**src/rtl/ice_cream_dispense_ctrl.sv**
```systemverilog
// rtl/ice_cream_dispense_ctrl.sv - coin credit, serve sequencing and dispenser handshake controller
module ice_cream_dispense_ctrl #(
    parameter int PRICE     = 2,
    parameter int MAX_BALLS = 3,
    parameter int TIMEOUT   = 15
) (
    input  logic       clk,
    input  logic       reset,
    input  logic       insert,
    input  logic [1:0] coins,
    input  logic       serve,
    input  logic       disp_ack,
    input  logic       disp_done,
    output logic       disp_req,
    output logic [2:0] credit,
    output logic [1:0] balls_left,
    output logic       refund_valid,
    output logic [2:0] refund_amt,
    output logic       fault,
    output logic [2:0] state
);

    typedef enum logic [2:0] {
        S_IDLE    = 3'd0,
        S_COLLECT = 3'd1,
        S_REQ     = 3'd2,
        S_WAIT    = 3'd3,
        S_CHANGE  = 3'd4,
        S_FAULT   = 3'd5
    } state_t;

    localparam int         TW       = $clog2(TIMEOUT + 1);
    localparam logic [3:0] CAP      = 4'(PRICE * MAX_BALLS);
    localparam logic [3:0] PRICE4   = 4'(PRICE);
    localparam logic [3:0] MAXB4    = 4'(MAX_BALLS);
    localparam logic [TW-1:0] TMO   = TW'(TIMEOUT);

    state_t        st, st_n;
    logic          insert_prev;
    logic [TW-1:0] tmo_cnt, tmo_cnt_n, tmo_inc;
    logic [2:0]    credit_n, credit_c;
    logic [1:0]    balls_n, n_balls;
    logic          req_n, rv_n, fault_n;
    logic [2:0]    ra_n;
    logic          coin_ev;
    logic [3:0]    coin_sum, quot, cost, fault_sum;
    logic [2:0]    credit_sat, sat_refund;
    logic          sat_ovf;

    assign state = st;

    // Coin detection, saturation and the ball count a serve would buy
    always_comb begin
        coin_ev    = insert && !insert_prev && (coins != 2'b11);
        coin_sum   = {1'b0, credit} + {2'b00, coins};
        sat_ovf    = coin_sum > CAP;
        credit_sat = sat_ovf ? CAP[2:0] : coin_sum[2:0];
        sat_refund = sat_ovf ? 3'(coin_sum - CAP) : 3'd0;
        credit_c   = coin_ev ? credit_sat : credit;
        quot       = {1'b0, credit_c} / PRICE4;
        n_balls    = (quot > MAXB4) ? MAXB4[1:0] : quot[1:0];
        cost       = {2'b00, n_balls} * PRICE4;
        fault_sum  = {1'b0, credit} + ({2'b00, balls_left} * PRICE4);
        tmo_inc    = tmo_cnt + 1'b1;
    end

    // Next-state and next-output logic
    always_comb begin
        st_n      = st;
        credit_n  = credit;
        balls_n   = balls_left;
        tmo_cnt_n = tmo_cnt;
        rv_n      = 1'b0;
        ra_n      = 3'd0;
        fault_n   = fault;
        case (st)
            S_IDLE: begin
                if (coin_ev && coins != 2'b00) begin
                    credit_n = credit_sat;
                    rv_n     = sat_ovf;
                    ra_n     = sat_refund;
                    st_n     = S_COLLECT;
                end
            end
            S_COLLECT: begin
                credit_n = credit_c;
                rv_n     = coin_ev && sat_ovf;
                ra_n     = coin_ev ? sat_refund : 3'd0;
                if (serve && n_balls != 2'd0) begin
                    balls_n  = n_balls;
                    credit_n = credit_c - cost[2:0];
                    st_n     = S_REQ;
                end
            end
            S_REQ: begin
                if (disp_ack) begin
                    tmo_cnt_n = '0;
                    st_n      = S_WAIT;
                end
            end
            S_WAIT: begin
                tmo_cnt_n = tmo_inc;
                if (disp_done) begin
                    balls_n = balls_left - 2'd1;
                    if (balls_left > 2'd1) begin
                        st_n = S_REQ;
                    end else begin
                        st_n     = S_CHANGE;
                        rv_n     = 1'b1;
                        ra_n     = credit;
                        credit_n = 3'd0;
                    end
                end else if (tmo_inc == TMO) begin
                    st_n     = S_FAULT;
                    rv_n     = 1'b1;
                    ra_n     = fault_sum[2:0];
                    credit_n = 3'd0;
                    balls_n  = 2'd0;
                    fault_n  = 1'b1;
                end
            end
            S_CHANGE: st_n = S_IDLE;
            S_FAULT:  fault_n = 1'b1;
            default:  st_n = S_IDLE;
        endcase
        req_n = (st_n == S_REQ);
    end

    // State and registered outputs
    always_ff @(posedge clk or negedge reset) begin
        if (!reset) begin
            st           <= S_IDLE;
            credit       <= 3'd0;
            balls_left   <= 2'd0;
            disp_req     <= 1'b0;
            refund_valid <= 1'b0;
            refund_amt   <= 3'd0;
            fault        <= 1'b0;
            insert_prev  <= 1'b0;
            tmo_cnt      <= '0;
        end else begin
            st           <= st_n;
            credit       <= credit_n;
            balls_left   <= balls_n;
            disp_req     <= req_n;
            refund_valid <= rv_n;
            refund_amt   <= ra_n;
            fault        <= fault_n;
            insert_prev  <= insert;
            tmo_cnt      <= tmo_cnt_n;
        end
    end

endmodule

```
**config.mk**
```make
export PLATFORM = sky130hd
export DESIGN_NAME = ice_cream_dispense_ctrl
export DESIGN_NICKNAME = d
export VERILOG_FILES = /design/src/rtl/ice_cream_dispense_ctrl.sv
export SDC_FILE = /design/constraint.sdc
export NUM_CORES = 1
export LEC_CHECK = 0
export BUFFER_PORTS_ARGS = -buffer_cell sky130_fd_sc_hd__buf_2
export CORE_ASPECT_RATIO = 0.7
export CORE_MARGIN = 2
export CORE_UTILIZATION = 50
export DETAILED_ROUTE_END_ITERATION = 7
export PLACE_DENSITY = 0.73
export SYNTH_ARGS = -nofsm -noshare
export SYNTH_HDL_FRONTEND = slang
export SYNTH_SLANG_ARGS = --single-unit
export TNS_END_PERCENT = 50
```
**constraint.sdc**
```tcl
create_clock -name clk -period 2.1 [get_ports clk]
set_input_delay 0.105 -clock clk [delete_from_list [all_inputs] [get_ports clk]]
set_output_delay 0.105 -clock clk [all_outputs]
set_load 0.05 [all_outputs]
```
==> run summary, run 1 <==
worst slew pin tran: 0.453 ns
number of enable flip-flop cells after synthesis: 0
via count of the first global-routing pass: 1111
clock slew at reported path FFs: 0.08 ns
proportion of netlist area held by the largest area contributor: 0.363
total half-perimeter wirelength after legalization and detailed placement: 2560 um
post-detailed-placement cell area: 1530 um2
routability-driven placement congestion ratio: 0.876
root buffer cell: clkbuf_8
Critical Path RT: 2.30 ns
endpoint arrival time on the critical path: 2.40 ns
post-synthesis to final-layout area growth: 27.6%
largest area contributor in the netlist: dfrtp_1
Multi-input gate area: 831 um2
Layout fillers: 212
core region area: 2480 um2
count of unique library cells instantiated by Yosys: 50
total wire length after detailed routing: 3410 um
initial antenna violation count: 0
destination of the worst hold path: state[0]$_DFF_PN0_
global-route wire length before repair: 5600 um
setup skew after layout: 0.0116 ns
post-route fraction of the period consumed by the critical path: 1.05
largest net degree at the start of global routing: 20
logic depth of the worst register-to-register path: 6
total chip power: 2.71 mW
CTS sink count: 19
overall die height: 46.8 um
Final Setup Violations: 5
classification of the worst-slack hold path: primary input to register
final core utilization: 0.675
clock buffer count from CTS: 3
Final min period: 2.20 ns
worst-case hold slack: 0.248 ns
global-route usage over all layers: 0.250
vias per std cell: 5.99
PortBufs: 21
ANT nets after route: 0
setup ws final: -0.0990 ns
asr flop ratio synth: 1.00
clock latency of the later-clocked register in the worst-skew pair: 0.26 ns
leading register cell type out of synthesis: dfrtp_1
reg2reg setup slack: -0.1 ns
violations in the final reports: negative setup slack
Synth top cells by count: 19 x dfrtp_1, 19 x nand2_1, 9 x inv_1
Syn. warnings: 0
Worst R2R End: refund_amt[2]$_DFF_PN0_
ports placed on the boundary: 22
CTS tree: yes
Max rail drop VDD: 0.000909 V
critical path fanouts, max: 4
startpoint of the most critical register-to-register path: credit[0]$_DFFE_PN0P_
relative slew slack: 0.698
average wire length per cell after detail routing: 16.1 um
number of vias in the routed layout: 1269
Critical Path Sink Type: register
DRC errors left: 0
minimum setup slack after placement: -0.183 ns
CP Class: register to register
post-synth design cell area: 1310 um2
number of instances in the synthesized netlist: 140
Hold Violations, Final: 0
cell types with the largest area share after synthesis: dfrtp_1 36%, ha_1 5.7%, nand2_1 5.4%, a21oi_1 3.1%, o21ai_0 3.1%
register bit count reported by yosys: 19
initial cell density of the core: 0.529
Pwr Density: 1620 nW/um2
number of cell rows: 15
outcome: complete, but fails checks
Setup crit start kind: register
fraction of layout cells with a size suffix above 1: 0.348
number of design-rule violations left by the first detailed-router iteration: 101
count of max-cap constraint violations: 0
first element of the critical path: credit[0]$_DFFE_PN0P_
die width: 65.2 um
antenna diode count: 0
fin. max-slew vios: 0
mean area per synthesized cell: 9.37 um2
hold path depth: 3
Net Count, Synth: 155
floorplan die area: 3050 um2
# H-tree levels: 1
static power due to leakage: 0.801 nW
Seq. cell area: 478 um2
Final Cell Area: 1670 um2
highest attainable clock frequency: 0.455 GHz
buffers from clock root to sink, at most: 2
sequential fraction of the synthesis area: 0.363
length of the first detailed-routing pass in iterations: 4
startpoint of the lowest-slack hold path: serve
layout net count: 194
total overflow reported by the global router: 0
unrepaired setup endpoints after global routing: true
flip-flops by register name (all words and copies together) (netlist names):
| name | count |
|---|---|
| balls_left | 2 |
| credit | 3 |
| disp_req | 1 |
| fault | 1 |
| insert_prev | 1 |
| refund_amt | 3 |
| refund_valid | 1 |
| state | 3 |
| tmo_cnt | 4 |
worst max-delay path by stage:
stage | to | slack [ns] | cells past startpoint
after floorplan | balls_left[0]$_DFFE_PN0P_ | -0.30 | 7
after global placement | balls_left[0]$_DFFE_PN0P_ | -0.11 | 7
after detailed placement | balls_left[0]$_DFFE_PN0P_ | -0.18 | 7
after CTS | balls_left[0]$_DFFE_PN0P_ | -0.09 | 7
after global routing | balls_left[1]$_DFFE_PN0P_ | -0.18 | 8
final | refund_amt[2]$_DFF_PN0_ | -0.1 | 6
metrics by stage:
stage / cells / setup TNS (ns)
after floorplan: 140 / -0.734
after global placement: 204 / -0.198
after detailed placement: 204 / -0.505
after CTS: 211 / -0.250
after global routing: 212 / -0.774
final: 212 / -0.339
critical path, stage by stage, from the launching register on:
cell     delay, ns
dfrtp_2       0.43
ha_4          0.16
fa_2          0.55
a32oi_1       0.12
or4_4         0.59
o22ai_2       0.12
a22o_2        0.16
where the power goes:
| part | total [mW] | switching [mW] | leakage (nW) | internal, mW |
|---|---|---|---|---|
| registers | 0.644 | 0.152 | 0.234 | 0.492 |
| clock network | 0.266 | 0.133 | 0.0255 | 0.132 |
| logic | 1.80 | 1.07 | 0.542 | 0.729 |
| total | 2.71 | 1.35 | 0.801 | 1.35 |
area by class of cell:
| class | count | share of cell area |
|---|---|---|
| Clock inverter | 1 | 0.00299 |
| Sequential cell | 19 | 0.286 |
| Tap cell | 34 | 0.0254 |
| Inverter | 10 | 0.0224 |
| Timing Repair Buffer | 38 | 0.142 |
| Clock buffer | 3 | 0.0247 |
| Multi-Input combinational cell | 107 | 0.497 |
timing repair:
| action | 4_1_cts | 5_1_grt |
|---|---|---|
| setup buffers | 1 | 1 |
| hold buffers | 2 | 0 |
| gates cloned | 0 | 0 |
| gates resized for setup | 8 | 3 |
| hold endpoints to repair | 20 | 0 |
| endpoints found under the setup margin | 6 | 11 |
| pin swaps | 3 | 4 |
routing by layer:
metal,global-route usage,part of all wire,vias to the layer above
met5,0,0,-
li1,-,-,595
met3,0.0743,0.10,2
met1,0.356,0.45,608
met4,0.0250,0.0035,0
met2,0.396,0.45,64
layout by cell type (no fill, tap or decap), types with 2 or more instances in the layout:
cell	count
buf_2	21
a21oi_1	6
nand3_1	3
a21bo_2	2
a21oi_2	2
inv_1	9
nor2b_1	4
a21o_1	3
clkbuf_8	3
nand2_1	19
a2bb2oi_1	2
o21ai_0	8
o31ai_1	3
dlygate4sd3_1	2
dfrtp_1	17
ha_1	5
xnor2_1	2
nor2_1	3
buf_4	15
o22ai_2	2
xor2_1	3
nor3_1	3
o211ai_1	2
o2bb2ai_1	2
dfrtp_2	2
a31oi_1	3
cells by family (layout without fill, tap and decap cells):
logic type / Yosys count / after routing / share of synthesized area
AND/OR/NAND/NOR: 42 / 42 / 0.165
XOR/XNOR: 5 / 5 / 0.0334
flip-flops: 19 / 19 / 0.363
adder cells (fa/ha/maj): 7 / 7 / 0.0725
buffers and inverters: 14 / 52 / 0.0601
AO/OA/AOI/OAI: 50 / 50 / 0.280
multiplexers: 3 / 3 / 0.0267
No activity file was read; power rests on OpenSTA's default activity.
==> inputs of run 2 (changes only) <==
Settings changed: ABC_AREA set to 1, CORE_UTILIZATION 50 to 49, PLACE_DENSITY 0.73 to 0.72, SETUP_SLACK_MARGIN set to 0.1.
==> run summary, run 2 <==
number of enable flip-flop cells after synthesis: 0 (unchanged)
length of the first detailed-routing pass in iterations: 4 (unchanged)
clock latency of the later-clocked register in the worst-skew pair: 0.30 ns (+0.04 ns)
commonest non-fill, non-tap cell in the layout: nand2_1
# H-tree levels: 1 (unchanged)
Final Cell Area: 1510 um2 (-9.9%)
Buf+Inv Stages, Crit Path: 1 (+1)
via count of the first global-routing pass: 994 (-11%)
mean area per synthesized cell: 7.76 um2 (-17%)
cell at the slowest stage of the critical path: fa_2
Hold Violations, Final: 0 (unchanged)
post-synth design cell area: 1260 um2 (-4.1%)
critical path fanouts, max: 3 (-1)
vias per std cell: 5.29 (-12%)
Final min period: 1.99 ns (-0.209 ns)
Pwr Density: 1570 nW/um2 (-3.0%)
Worst R2R End: disp_req$_DFF_PN0_
proportion of power drawn by flip-flops and latches: 0.281 (+0.043)
static power due to leakage: 0.820 nW (+2.3%)
ANT nets after route: 0 (unchanged)
logic depth of the worst register-to-register path: 10 (+4)
number of vias in the routed layout: 1190 (-6.2%)
first element of the critical path: credit[0]$_DFFE_PN0P_
endpoint arrival time on the critical path: 2.20 ns (-0.20 ns)
Largest register FFs: 4 (unchanged)
DRC errors left: 0 (unchanged)
Sw Share: 0.549 (+0.0497)
antenna diode count: 0 (unchanged)
Synth top cells by count: 45 x nand2_1, 19 x dfrtp_1, 18 x inv_1
worst slew pin tran: 0.417 ns (-0.0358 ns)
final core utilization: 0.618 (-0.0573)
largest net degree at the start of global routing: 20 (unchanged)
Critical Path RT: 2.31 ns (about the same)
sum of negative setup slack: 0 ns (+0.339 ns)
startpoint of the lowest-slack hold path: disp_ack
Final Setup Violations: 0 (-5)
Cell Count Post-Placement: 216 (+5.9%)
total half-perimeter wirelength after legalization and detailed placement: 2190 um (-15%)
Critical Path Sink Type: register
die width: 64.5 um (-1.0%)
initial antenna violation count: 0 (unchanged)
Net Count, Synth: 177 (+14%)
Pint: 1.07 mW (-21%)
buffers from clock root to sink, at most: 2 (unchanged)
sequential fraction of the synthesis area: 0.378 (+0.0155)
largest area contributor in the netlist: dfrtp_1
proportion of netlist area held by the largest area contributor: 0.378 (+0.0155)
total overflow reported by the global router: 0 (unchanged)
reg2reg setup slack: 0.11 ns (+0.21 ns)
leading register cell type out of synthesis: dfrtp_1
register bit count reported by yosys: 19 (unchanged)
worst-case hold slack: 0.147 ns (-0.101 ns)
layout net count: 207 (+6.7%)
Max rail drop VDD: 0.000937 V (+3.0%)
CTS sink count: 19 (unchanged)
core region area: 2440 um2 (-1.5%)
count of unique library cells instantiated by Yosys: 34 (-32%)
fraction of layout cells with a size suffix above 1: 0.304 (-0.0446)
cell types with the largest area share after synthesis: dfrtp_1 38%, nand2_1 13%, ha_1 6.0%, nand3_1 5.6%, inv_1 5.4%
global-route wire length before repair: 4530 um (-19%)
outcome: completed
PortBufs: 21 (unchanged)
post-detailed-placement cell area: 1410 um2 (-7.8%)
destination of the worst hold path: state[0]$_DFF_PN0_
power spent charging and discharging nets: 1.30 mW (-3.9%)
total wire length after detailed routing: 2930 um (-14%)
Syn. warnings: 0 (unchanged)
commonest non-fill, non-tap cells in the layout: 40 x nand2_1, 21 x buf_2, 17 x inv_1, 17 x dfrtp_1
routability-driven placement congestion ratio: 0.866 (-1.1%)
count of max-cap constraint violations: 0 (unchanged)
setup skew after layout: 0.00350 ns (-0.00806 ns)
hold path depth: 5 (+2)
post-route fraction of the period consumed by the critical path: 0.948 (-0.0993)
total chip power: 2.37 mW (-13%)
unrepaired setup endpoints after global routing: true
clock buffer count from CTS: 3 (unchanged)
number of cell rows: 15 (unchanged)
CP Class: register to register
asr flop ratio synth: 1.00 (unchanged)
CP delay by family, top: adder cells
classification of the worst-slack hold path: primary input to register
number of instances in the synthesized netlist: 162 (+16%)
clock slew at reported path FFs: 0.11 ns (+0.03 ns)
minimum setup slack after placement: 0.132 ns (+0.315 ns)
series of cell instances along the critical path: ha_4, fa_2, inv_2, nand3_2, o21ai_2, nand2_2, nand2_1, nand2_1, nand2_2, nor2_1
share of total power in combinational logic: 0.639 (-0.025)
relative slew slack: 0.722 (+0.0238)
floorplan die area: 2990 um2 (-2.0%)
startpoint of the most critical register-to-register path: credit[0]$_DFFE_PN0P_
CTS tree: yes
non-filler cells in the finished layout: 225 (+6.1%)
post-synthesis to final-layout area growth: 19.9%
initial cell density of the core: 0.515 (-0.0139)
highest attainable clock frequency: 0.502 GHz (+10%)
most numerous cell in the Yosys netlist: nand2_1
number of design-rule violations left by the first detailed-router iteration: 86 (-15%)
ports placed on the boundary: 22 (unchanged)
relative contribution of the clock network to total power: 0.080 (-0.018)
average wire length per cell after detail routing: 13.0 um (-19%)
root buffer cell: clkbuf_4
Setup crit start kind: register
register containing the most flip-flops in the final layout: tmo_cnt
setup ws final: 0.110 ns (+0.209 ns)
global-route usage over all layers: 0.205 (-0.0449)
overall die height: 46.4 um (-0.98%)
peak per-stage delay on the critical path: 0.49 ns (-0.10 ns)
fin. max-slew vios: 0 (unchanged)
## run 2: tightest hold or removal path, cell delays in order
cell and delay, ns:
buf_2 0.08, nand2_1 0.04, inv_1 0.06, nor4_1 0.06
nand2_2 0.07
## run 2: kinds of logic (layout without fill, tap and decap cells)
kind of cell | after synthesis | in the layout | synth area share
adders and majority gates | 7 | 7 | 0.0756
and+or+nand+nor | 87 | 87 | 0.339
AOI/OAI and AO/OA | 22 | 22 | 0.105
DFF | 19 | 19 | 0.378
buffers and inverters | 23 | 52 | 0.0736
xor gates and xnor gates | 4 | 4 | 0.0279
## run 2: layout make-up
cell class                      count  area, um2
Clock buffer                        3       22.5
Clock inverter                      1       5.00
Fill cell                         222        932
Inverter                           22       85.1
Multi-Input combinational cell    120        727
Sequential cell                    19        478
Tap cell                           34       42.5
Timing Repair Buffer               26        148
## run 2: timing repair
item / CTS / global route
hold endpoints to repair: 20 / 0
buffers inserted: 1 / 2
hold buffers: 2 / 0
setup endpoints to repair: 2 / 8
resized for setup: 0 / 11
pin swaps: 0 / 3
## run 2: power groups by stage
stage | Combinational (mW) | Sequential (mW) | Clock (mW)
floorplan | 0.814 | 0.957 | 0
global placement | 1.37 | 0.660 | 0
detailed placement | 1.39 | 0.673 | 0
CTS | 1.41 | 0.661 | 0.191
global route | 1.65 | 0.686 | 0.220
finish | 1.51 | 0.665 | 0.190
## run 2: per-layer routing
layer,track usage,up-vias,routed length (um)
met2,0.290,55,1240
met1,0.300,550,1410
met5,0,-,0
met4,0.0511,0,12
met3,0.0685,2,262
li1,-,583,-
## run 2: how the worst max path moves through the flow
stage                                 to  slack [ns]  cells past startpoint
2_1_floorplan  balls_left[1]$_DFFE_PN0P_        0.12                     11
3_3_place_gp          disp_req$_DFF_PN0_        0.19                     10
3_5_place_dp   balls_left[0]$_DFFE_PN0P_        0.13                     10
4_1_cts        balls_left[0]$_DFFE_PN0P_        0.11                     11
5_1_grt        balls_left[0]$_DFFE_PN0P_        0.02                     10
6_report              disp_req$_DFF_PN0_        0.11                     10
